[src/rtl/norm_arbiter.sv]
// norm_arbiter: round-robin share of one Q16.16 normal-CDF unit among NREQ
// requesters, with a done-or-timeout wait and a one-hot tagged response.
// Ports:
//   clk, reset        clock; asynchronous active-high reset
//   req_valid/req_d   per-requester request and packed operands
//   req_ready         one-hot accept pulse (ISSUE cycle)
//   resp_valid        one-hot response pulse (RESP cycle)
//   resp_N/resp_err   result and timeout flag, held until next response
//   busy              high whenever the FSM is not in IDLE
//   cdf_start/cdf_d   start pulse and operand to the CDF unit
//   cdf_N/cdf_done    result and completion pulse from the CDF unit
module norm_arbiter #(
  parameter int WIDTH   = 32,
  parameter int NREQ    = 4,
  parameter int TIMEOUT = 15
) (
  input  logic                  clk,
  input  logic                  reset,
  input  logic [NREQ-1:0]       req_valid,
  input  logic [NREQ*WIDTH-1:0] req_d,
  output logic [NREQ-1:0]       req_ready,
  output logic [NREQ-1:0]       resp_valid,
  output logic [WIDTH-1:0]      resp_N,
  output logic                  resp_err,
  output logic                  busy,
  output logic                  cdf_start,
  output logic [WIDTH-1:0]      cdf_d,
  input  logic [WIDTH-1:0]      cdf_N,
  input  logic                  cdf_done
);

  localparam int IW = $clog2(NREQ);

  localparam logic [IW-1:0] LAST_RST =
    IW'(NREQ - 1);
  localparam logic [7:0] TMO_LAST =
    8'(TIMEOUT - 1);
  localparam logic [NREQ-1:0] ONE =
    {{(NREQ-1){1'b0}}, 1'b1};

  typedef enum logic [1:0] {
    IDLE,
    ISSUE,
    WAIT,
    RESP
  } state_t;

  state_t            state_q, state_d;
  logic [7:0]        timer_q, timer_d;
  logic [IW-1:0]     grant_q, grant_d;
  logic [IW-1:0]     last_q, last_d;
  logic [NREQ-1:0]   req_ready_q, req_ready_d;
  logic [NREQ-1:0]   resp_valid_q, resp_valid_d;
  logic [WIDTH-1:0]  resp_n_q, resp_n_d;
  logic              resp_err_q, resp_err_d;
  logic              busy_q, busy_d;
  logic              cdf_start_q, cdf_start_d;
  logic [WIDTH-1:0]  cdf_d_q, cdf_d_d;

  logic              pick_found;
  logic [IW-1:0]     pick_idx;
  logic [IW:0]       cand;

  // Scan from last_q+1 upward with wrap; the extra
  // bit in cand holds last_q+k before the wrap fix.
  always_comb begin
    pick_found = 1'b0;
    pick_idx   = '0;
    cand       = '0;
    for (int k = 1; k <= NREQ; k++) begin
      cand = {1'b0, last_q} + (IW+1)'(k);
      if (cand >= (IW+1)'(NREQ))
        cand = cand - (IW+1)'(NREQ);
      if (!pick_found && req_valid[cand[IW-1:0]]) begin
        pick_found = 1'b1;
        pick_idx   = cand[IW-1:0];
      end
    end
  end

  // Outputs are registered, so each one is set on the
  // edge that enters the state it belongs to.
  always_comb begin
    state_d      = state_q;
    timer_d      = timer_q;
    grant_d      = grant_q;
    last_d       = last_q;
    req_ready_d  = '0;
    resp_valid_d = '0;
    cdf_start_d  = 1'b0;
    resp_n_d     = resp_n_q;
    resp_err_d   = resp_err_q;
    cdf_d_d      = cdf_d_q;
    unique case (state_q)
      IDLE: begin
        if (pick_found) begin
          grant_d     = pick_idx;
          cdf_d_d     = req_d[pick_idx*WIDTH +: WIDTH];
          cdf_start_d = 1'b1;
          req_ready_d = ONE << pick_idx;
          state_d     = ISSUE;
        end
      end
      ISSUE: begin
        timer_d = '0;
        state_d = WAIT;
      end
      WAIT: begin
        timer_d = timer_q + 8'd1;
        if (cdf_done) begin
          resp_n_d     = cdf_N;
          resp_err_d   = 1'b0;
          resp_valid_d = ONE << grant_q;
          state_d      = RESP;
        end else if (timer_q == TMO_LAST) begin
          resp_n_d     = '0;
          resp_err_d   = 1'b1;
          resp_valid_d = ONE << grant_q;
          state_d      = RESP;
        end
      end
      RESP: begin
        last_d  = grant_q;
        state_d = IDLE;
      end
      default: state_d = IDLE;
    endcase
    busy_d = (state_d != IDLE);
  end

  always_ff @(posedge clk or posedge reset) begin
    if (reset) begin
      state_q      <= IDLE;
      timer_q      <= '0;
      grant_q      <= '0;
      last_q       <= LAST_RST;
      req_ready_q  <= '0;
      resp_valid_q <= '0;
      resp_n_q     <= '0;
      resp_err_q   <= 1'b0;
      busy_q       <= 1'b0;
      cdf_start_q  <= 1'b0;
      cdf_d_q      <= '0;
    end else begin
      state_q      <= state_d;
      timer_q      <= timer_d;
      grant_q      <= grant_d;
      last_q       <= last_d;
      req_ready_q  <= req_ready_d;
      resp_valid_q <= resp_valid_d;
      resp_n_q     <= resp_n_d;
      resp_err_q   <= resp_err_d;
      busy_q       <= busy_d;
      cdf_start_q  <= cdf_start_d;
      cdf_d_q      <= cdf_d_d;
    end
  end

  assign req_ready  = req_ready_q;
  assign resp_valid = resp_valid_q;
  assign resp_N     = resp_n_q;
  assign resp_err   = resp_err_q;
  assign busy       = busy_q;
  assign cdf_start  = cdf_start_q;
  assign cdf_d      = cdf_d_q;

endmodule
[config.mk]
export PLATFORM = sky130hd
export DESIGN_NAME = norm_arbiter
export DESIGN_NICKNAME = d
export VERILOG_FILES = /design/src/rtl/norm_arbiter.sv
export SDC_FILE = /design/constraint.sdc
export NUM_CORES = 1
export LEC_CHECK = 0
export ABC_CLOCK_PERIOD_IN_PS = 2500
export CORE_MARGIN = 4
export CORE_UTILIZATION = 35
export DETAILED_ROUTE_END_ITERATION = 10
export PLACE_DENSITY_LB_ADDON = 0.3
export SLEW_MARGIN = 40
export SYNTH_ARGS = -nofsm -noshare
export SYNTH_HDL_FRONTEND = slang
export SYNTH_SLANG_ARGS = --single-unit
[constraint.sdc]
create_clock -name clk -period 2.5 [get_ports clk]
set_clock_uncertainty 0.05 [all_clocks]
set_input_delay 0.375 -clock clk [delete_from_list [all_inputs] [get_ports clk]]
set_output_delay 0.375 -clock clk [all_outputs]
set_load 0.01 [all_outputs]
==> results of run 1 <==
[flip-flops by register name, summed over array words and instances, names as in the netlist, 2 cells and up]
register    flops
resp_N         32
cdf_d          32
req_ready       4
timer_q         8
resp_valid      4
state_q         2
last_q          2
grant_q         2
[tightest hold or removal path: cells and delay by family]
kind	cells	cell delay, ns
buffers and inverters	3	0.81
[power by group]
group          internal [mW]  switching, mW
clock network          0.878          0.558
logic                   2.17           1.88
registers               2.06          0.357
total                   5.11           2.80
[area by class of cell]
| type | count | area [um2] | area share |
|---|---|---|---|
| Clock buffer | 11 | 233 | 0.0318 |
| Sequential cell | 89 | 2230 | 0.305 |
| Inverter | 11 | 45.0 | 0.00616 |
| Tap cell | 168 | 210 | 0.0287 |
| Clock inverter | 5 | 81.3 | 0.0111 |
| Multi-Input combinational cell | 236 | 1950 | 0.267 |
| Timing Repair Buffer | 253 | 2560 | 0.351 |
[through the flow]
step / power [mW] / hold slack (ns) / setup WS, ns / cells
6_report: 7.91 / 0.416 / 0.451 / 773
5_1_grt: 8.44 / 0.446 / 0.305 / 773
4_1_cts: 8.03 / 0.428 / 0.428 / 773
3_5_place_dp: 6.55 / 0.420 / 0.210 / 757
3_3_place_gp: 6.44 / 0.420 / 0.295 / 757
2_1_floorplan: 4.62 / 0.401 / 0.679 / 362
[worst paths after layout]
path / cells after the start / end / from / slack [ns]
min in group clk: 2 / cdf_d[14]$_DFFE_PP0P_ / cdf_d[14]$_DFFE_PP0P_ / 0.44
max in group asynchronous: 3 / cdf_d[9]$_DFFE_PP0P_ / reset / 1.64
hold reg to reg: 2 / cdf_d[14]$_DFFE_PP0P_ / cdf_d[14]$_DFFE_PP0P_ / 0.44
hold / removal: 3 / resp_N[20]$_DFFE_PP0P_ / reset / 0.42
setup / recovery: 7 / cdf_d[29]$_DFFE_PP0P_ / state_q[0]$_DFF_PP0_ / 0.45
setup reg to reg: 7 / cdf_d[29]$_DFFE_PP0P_ / state_q[0]$_DFF_PP0_ / 0.45
[synth_stat cells, types with 3 or more instances]
cell      instances
nand2_1          42
inv_1             9
mux2i_1          66
a21o_1            3
o21ai_0           6
nor3_1            9
dfrtp_1          87
buf_2            11
a21oi_1           3
buf_6             6
a22o_1           33
nor2_1           11
o221ai_1         12
o221ai_2         20
ha_1              5
clkbuf_1          7
[kinds of logic after synthesis]
logic type,Yosys count
flip-flops,89
XOR/XNOR,2
buffers and inverters,37
multiplexers,67
AO/OA/AOI/OAI,88
AND/OR/NAND/NOR,74
adder cells (fa/ha/maj),5
[layer usage]
metal,global-route usage,vias up,share of wire
met4,0.0659,0,0.018
li1,-,1836,-
met3,0.0655,17,0.090
met5,0,-,0
met1,0.241,1820,0.40
met2,0.329,159,0.49
[cells in the final DEF (no fill, tap or decap), types with 2 or more instances in the layout]
cell	instances
mux2i_1	66
dfstp_2	2
a21o_1	3
o2bb2ai_1	2
nor2_1	11
clkbuf_1	2
o221ai_1	12
clkdlybuf4s50_1	241
nand3_1	2
nand2_1	42
nor3_1	9
xnor2_1	2
a22o_1	33
dfrtp_1	87
o221ai_2	20
nor4_1	2
bufinv_16	2
ha_1	5
buf_4	7
a21oi_1	3
inv_1	8
o21ai_0	6
clkbuf_16	9
buf_12	5
nand2b_1	2
clkinvlp_4	2
==> out/metrics.csv, run 1 <==
stage,metric,value,unit
outcome,outcome,completed,
global_route,grt_max_degree,61,
yosys,synth_top_area_frac,0.499,
yosys,synth_warnings,0,
worst_setup_path,startpoint_type,flip-flop,
worst_setup_path,end_kind,flip-flop,
yosys,avgSynthCellArea,12.0,um2
placed_design,place_congestion,0.805,
placed_design,port-buffer-count,241,
yosys,synth_top_cell_by_area,dfrtp_1,
power,p_leak,3.19,nW
clock_network,cts_buffers,9,
routing,wl,14.2,mm
floorplanning,fp.dieArea,0.0143,mm2
timing,hold_viol_final,0,
yosys,ys_types,42,
clock_network,post_cts_buffers,0,
clock_network,ctsLongestPathBuffers,2,
yosys,yosys-top-cells-area,"dfrtp_1 (50%), mux2i_1 (15%), o221ai_2 (6.9%), a22o_1 (6.6%), nand2_1 (3.6%)",
yosys,syn-instance-count,362,
clock_network,ctsResizeCount,0,
timing,max_clock_freq,488,MHz
routing,vias,3832,
flow_run,drv_cap,0,
floorplanning,core_area,0.0121,mm2
layout,drive_gt1_frac,0.0942,
global_route,antenna_found_initial,0,
worst_setup_path,max_stage_delay,0.52,ns
power,ir_worst_vdd,0.513,mV
yosys,synth_edf_count,0,
routing,via_per_inst,4.96,
timing,rsz0062_at_grt,false,
layout,post-route-util,0.604,
routing,ant_nets,0,
routing,post-route-drc-count,0,
placed_design,place_area,0.00700,mm2
global_route,gr-usage-all-layers,0.197,
layout,area_delta_synth_final,67.8,%
worst_setup_path,worstPathArrival,2.25,ns
routing,wl_per_cell,18.4,um
yosys,synthAdderAreaFrac,0.0144,
timing,worstMarginPinSlew,0.388,ns
global_route,overflow,0,
worst_setup_path,crit_type,flip-flop to flip-flop,
clock_network,hold_buffers,0,
clock_network,cts_tree,done,
clock_network,cts-root-buf,clkbuf_16,
clock_network,htree_num_levels,3,
timing,finalWorstPathRequiredPeriod,2.05,ns
yosys,synth_top_family_by_area,compound AO/OA/AOI/OAI gates,
worst_setup_path,path_buf_inv,3,
layout,fin_area,0.00731,mm2
yosys,syn_area,0.00436,mm2
yosys,yosys.area_share.simple,0.0743,
global_route,grt_pass1_wl,22.4,mm
yosys,synth_ff_type,dfrtp_1,
floorplanning,ioPinCount,242,
clock_network,path_clk_slew,0.06,ns
timing,finalCritPeriodShare,0.819,
clock_network,worstSkewPairLatency,0.34,ns
worst_setup_path,cp_max_fo,32,
worst_setup_path,crit_chain,inv_1 > ha_1 > clkinv_1 > a21o_1 > or3_2 > buf_12 > o221ai_1,
layout,diodes,0,
timing,setup_viol,0,
worst_setup_path,critical-path-slowest-cell,or3_2,
floorplanning,dieHeight,120,um
layout,nFillCells,1002,
timing,tns,0,ns
yosys,yosysSeqAreaShare,0.511,
timing,maxSlewViolCount,0,
floorplanning,initial_core_util,0.360,
yosys,synth_nets,534,
layout,nNetsFinal,772,
worst_setup_path,worst_ep_required_time,2.70,ns
yosys,synthMuxAreaShare,0.154,
routing,drt_iter0_markers,211,
clock_network,clock-sinks,89,
worst_setup_path,crit_family,simple AND/OR/NAND/NOR gates,
routing,drtPass1Iterations,4,
timing,slew_headroom,0.742,
yosys,async_flop_share,1.00,
global_route,grt_pass1_vias,4085,
worst_hold_path,holdCritPathClass,primary input to asynchronous set/reset pin,
placed_design,hpwl,10.9,mm
floorplanning,num_rows,40,
power,power.density,1080,mW/mm2
yosys,synth_xor_area_frac,0.00402,
yosys,synth_compound_area_frac,0.195,
yosys,synth_seq_cells,89,
floorplanning,chipWidth,120,um
Power figures use the tool's default switching activity.
==> inputs of run 2 (changes only) <==
Settings changed: ABC_CLOCK_PERIOD_IN_PS 2500 to 2000, CORE_UTILIZATION 35 to 39.
Clock period 2.5 ns to 2 ns, I/O delays scaled along.
==> run 2 against run 1 <==
Via count rose by 2.1%. Cell count fell by 1.8%. Combinational power is 35% higher. Register-to-register slack worse by 0.32 ns. Worst hold slack got worse by 0.12 ns. Maximum frequency increased by 9.6%. Die area decreased by 9.6%. Utilization grew 7.6 points. Critical path type unchanged. Largest cell class unchanged.
==> out/metrics.csv, run 2 (same netlist as run 1, synthesis figures left out) <==
stage,metric,value,unit,change
global_route,overflow,0,,unchanged
layout,area_delta_synth_final,69.9,%,was 67.8%
timing,max_clock_freq,535,MHz,was 488 MHz
worst_setup_path,worst_ep_required_time,2.21,ns,was 2.70 ns
clock_network,clock-sinks,89,,unchanged
routing,via_per_inst,5.16,,was 4.96
timing,setup_viol,0,,unchanged
clock_network,worstSkewPairLatency,0.35,ns,was 0.34 ns
layout,drive_gt1_frac,0.123,,was 0.0942
timing,rsz0062_at_grt,false,,unchanged
timing,worstMarginPinSlew,0.490,ns,was 0.388 ns
timing,finalWorstPathRequiredPeriod,1.87,ns,was 2.05 ns
worst_hold_path,holdCritPathClass,primary input to asynchronous set/reset pin,,unchanged
global_route,grt_pass1_wl,22.1,mm,was 22.4 mm
power,ir_worst_vdd,0.712,mV,was 0.513 mV
layout,diodes,0,,unchanged
layout,fin_area,0.00741,mm2,was 0.00731 mm2
clock_network,cts_tree,done,,unchanged
routing,ant_nets,0,,unchanged
worst_setup_path,worstPathArrival,2.08,ns,was 2.25 ns
worst_setup_path,path_buf_inv,3,,unchanged
worst_setup_path,end_kind,flip-flop,,unchanged
clock_network,cts_buffers,9,,unchanged
power,p_leak,3.26,nW,was 3.19 nW
power,power.density,1320,mW/mm2,was 1080 mW/mm2
clock_network,hold_buffers,0,,unchanged
placed_design,hpwl,11.0,mm,was 10.9 mm
placed_design,port-buffer-count,241,,unchanged
layout,mostFrequentLayoutCell,clkdlybuf4s50_1,,unchanged
routing,wl_per_cell,18.8,um,was 18.4 um
timing,hold_viol_final,0,,unchanged
worst_setup_path,crit_family,simple AND/OR/NAND/NOR gates,,unchanged
flow_run,drv_cap,0,,unchanged
layout,final_cell_mix,"clkdlybuf4s50_1 (241), dfrtp_1 (87), mux2i_1 (66)",,unchanged
global_route,grt_max_degree,35,,was 61
worst_setup_path,cp_max_fo,14,,was 32
global_route,gr-usage-all-layers,0.217,,was 0.197
floorplanning,ioPinCount,242,,unchanged
floorplanning,core_area,0.0109,mm2,was 0.0121 mm2
worst_setup_path,max_stage_delay,0.44,ns,was 0.52 ns
power,finalPower,9.78,mW,was 7.91 mW
placed_design,place_congestion,0.853,,was 0.805
routing,drt_iter0_markers,148,,was 211
floorplanning,fp.dieArea,0.0129,mm2,was 0.0143 mm2
timing,hold_slack,0.295,ns,was 0.416 ns
timing,maxSlewViolCount,0,,unchanged
outcome,outcome,completed,,unchanged
floorplanning,chipWidth,114,um,was 120 um
clock_network,path_clk_slew,0.09,ns,was 0.06 ns
worst_setup_path,critical-path-slowest-cell,or3_4,,was or3_2
floorplanning,num_rows,38,,was 40
routing,drtPass1Iterations,4,,unchanged
global_route,grt_pass1_vias,4226,,"was 4,085"
routing,vias,3914,,"was 3,832"
layout,nNetsFinal,786,,was 772
timing,finalCritPeriodShare,0.935,,was 0.819
clock_network,ctsLongestPathBuffers,2,,unchanged
clock_network,htree_num_levels,3,,unchanged
floorplanning,initial_core_util,0.400,,was 0.360
routing,wl,14.3,mm,was 14.2 mm
worst_setup_path,crit_type,flip-flop to flip-flop,,unchanged
timing,slew_headroom,0.673,,was 0.742
routing,post-route-drc-count,0,,unchanged
clock_network,cts-root-buf,clkbuf_8,,was clkbuf_16
global_route,antenna_found_initial,0,,unchanged
floorplanning,dieHeight,114,um,was 120 um
worst_setup_path,startpoint_type,flip-flop,,unchanged
placed_design,place_area,0.00711,mm2,was 0.00700 mm2
worst_setup_path,crit_chain,inv_2 > ha_2 > clkinv_2 > a21o_1 > or3_4 > buf_12 > o221ai_1,,was inv_1 > ha_1 > clkinv_1 > a21o_1 > or3_2 > buf_12 > o221ai_1
## run 2: changes by cell type in the layout (fill, tap and decap cells not counted), sizes merged
| cell | before | now |
|---|---|---|
| bufinv | 2 | 1 |
| clkinvlp | 2 | 1 |
| clkbuf | 11 | 12 |
| clkinv | 2 | 5 |
| buf | 12 | 25 |
| inv | 10 | 9 |
## run 2: layout make-up
class / count / area, um2
inverters: 11 / 46.3
well taps: 140 / 175
flip-flops and latches: 89 / 2230
clock inverters: 5 / 53.8
multi-input cells: 236 / 1960
clock buffers: 11 / 151
fillers: 802 / 3480
repair buffers: 267 / 2800
## run 2: path summary, 6_finish.rpt
| path | start | to | slack (ns) | cells past startpoint |
|---|---|---|---|---|
| max in group asynchronous | reset | cdf_d[6]$_DFFE_PP0P_ | 1.11 | 3 |
| setup / recovery | state_q[0]$_DFF_PP0_ | cdf_d[27]$_DFFE_PP0P_ | 0.13 | 7 |
| setup reg to reg | state_q[0]$_DFF_PP0_ | cdf_d[27]$_DFFE_PP0P_ | 0.13 | 7 |
| min in group clk | cdf_d[2]$_DFFE_PP0P_ | cdf_d[2]$_DFFE_PP0P_ | 0.44 | 2 |
| hold reg to reg | cdf_d[2]$_DFFE_PP0P_ | cdf_d[2]$_DFFE_PP0P_ | 0.44 | 2 |
| hold / removal | reset | req_ready[1]$_DFF_PP0_ | 0.30 | 2 |
## run 2: per-layer routing
| layer | vias up | part of all wire | GRT usage | wire length (um) |
|---|---|---|---|---|
| li1 | 1854 | - | - | - |
| met1 | 1855 | 0.39 | 0.265 | 5610 |
| met2 | 190 | 0.49 | 0.366 | 7070 |
| met3 | 15 | 0.097 | 0.0663 | 1380 |
| met4 | 0 | 0.016 | 0.0737 | 233 |
| met5 | - | 0 | 0 | 0 |
## run 2: per-stage QoR
stage	setup TNS, ns	utilization	worst slack [ns]	cells
2_1_floorplan	0	-	0.179	362
3_3_place_gp	-3.53	0.653	-0.131	739
6_report	0	0.680	0.131	759
3_5_place_dp	-5.62	0.653	-0.206	739
4_1_cts	0	0.676	0.0101	756
5_1_grt	0	0.680	0.0434	759
## run 2: timing repair
item | in CTS | in global routing
gates resized for setup | 3 | 2
gates cloned | 1 | 1
pin swaps | 0 | 2
buffers inserted | 0 | 2
endpoints found under the setup margin | 33 | 18
## run 2: where the power goes
part	leakage (nW)	switching (mW)	internal (mW)
registers	1.12	0.477	2.58
logic	2.03	2.45	3.01
clock network	0.109	0.627	0.642
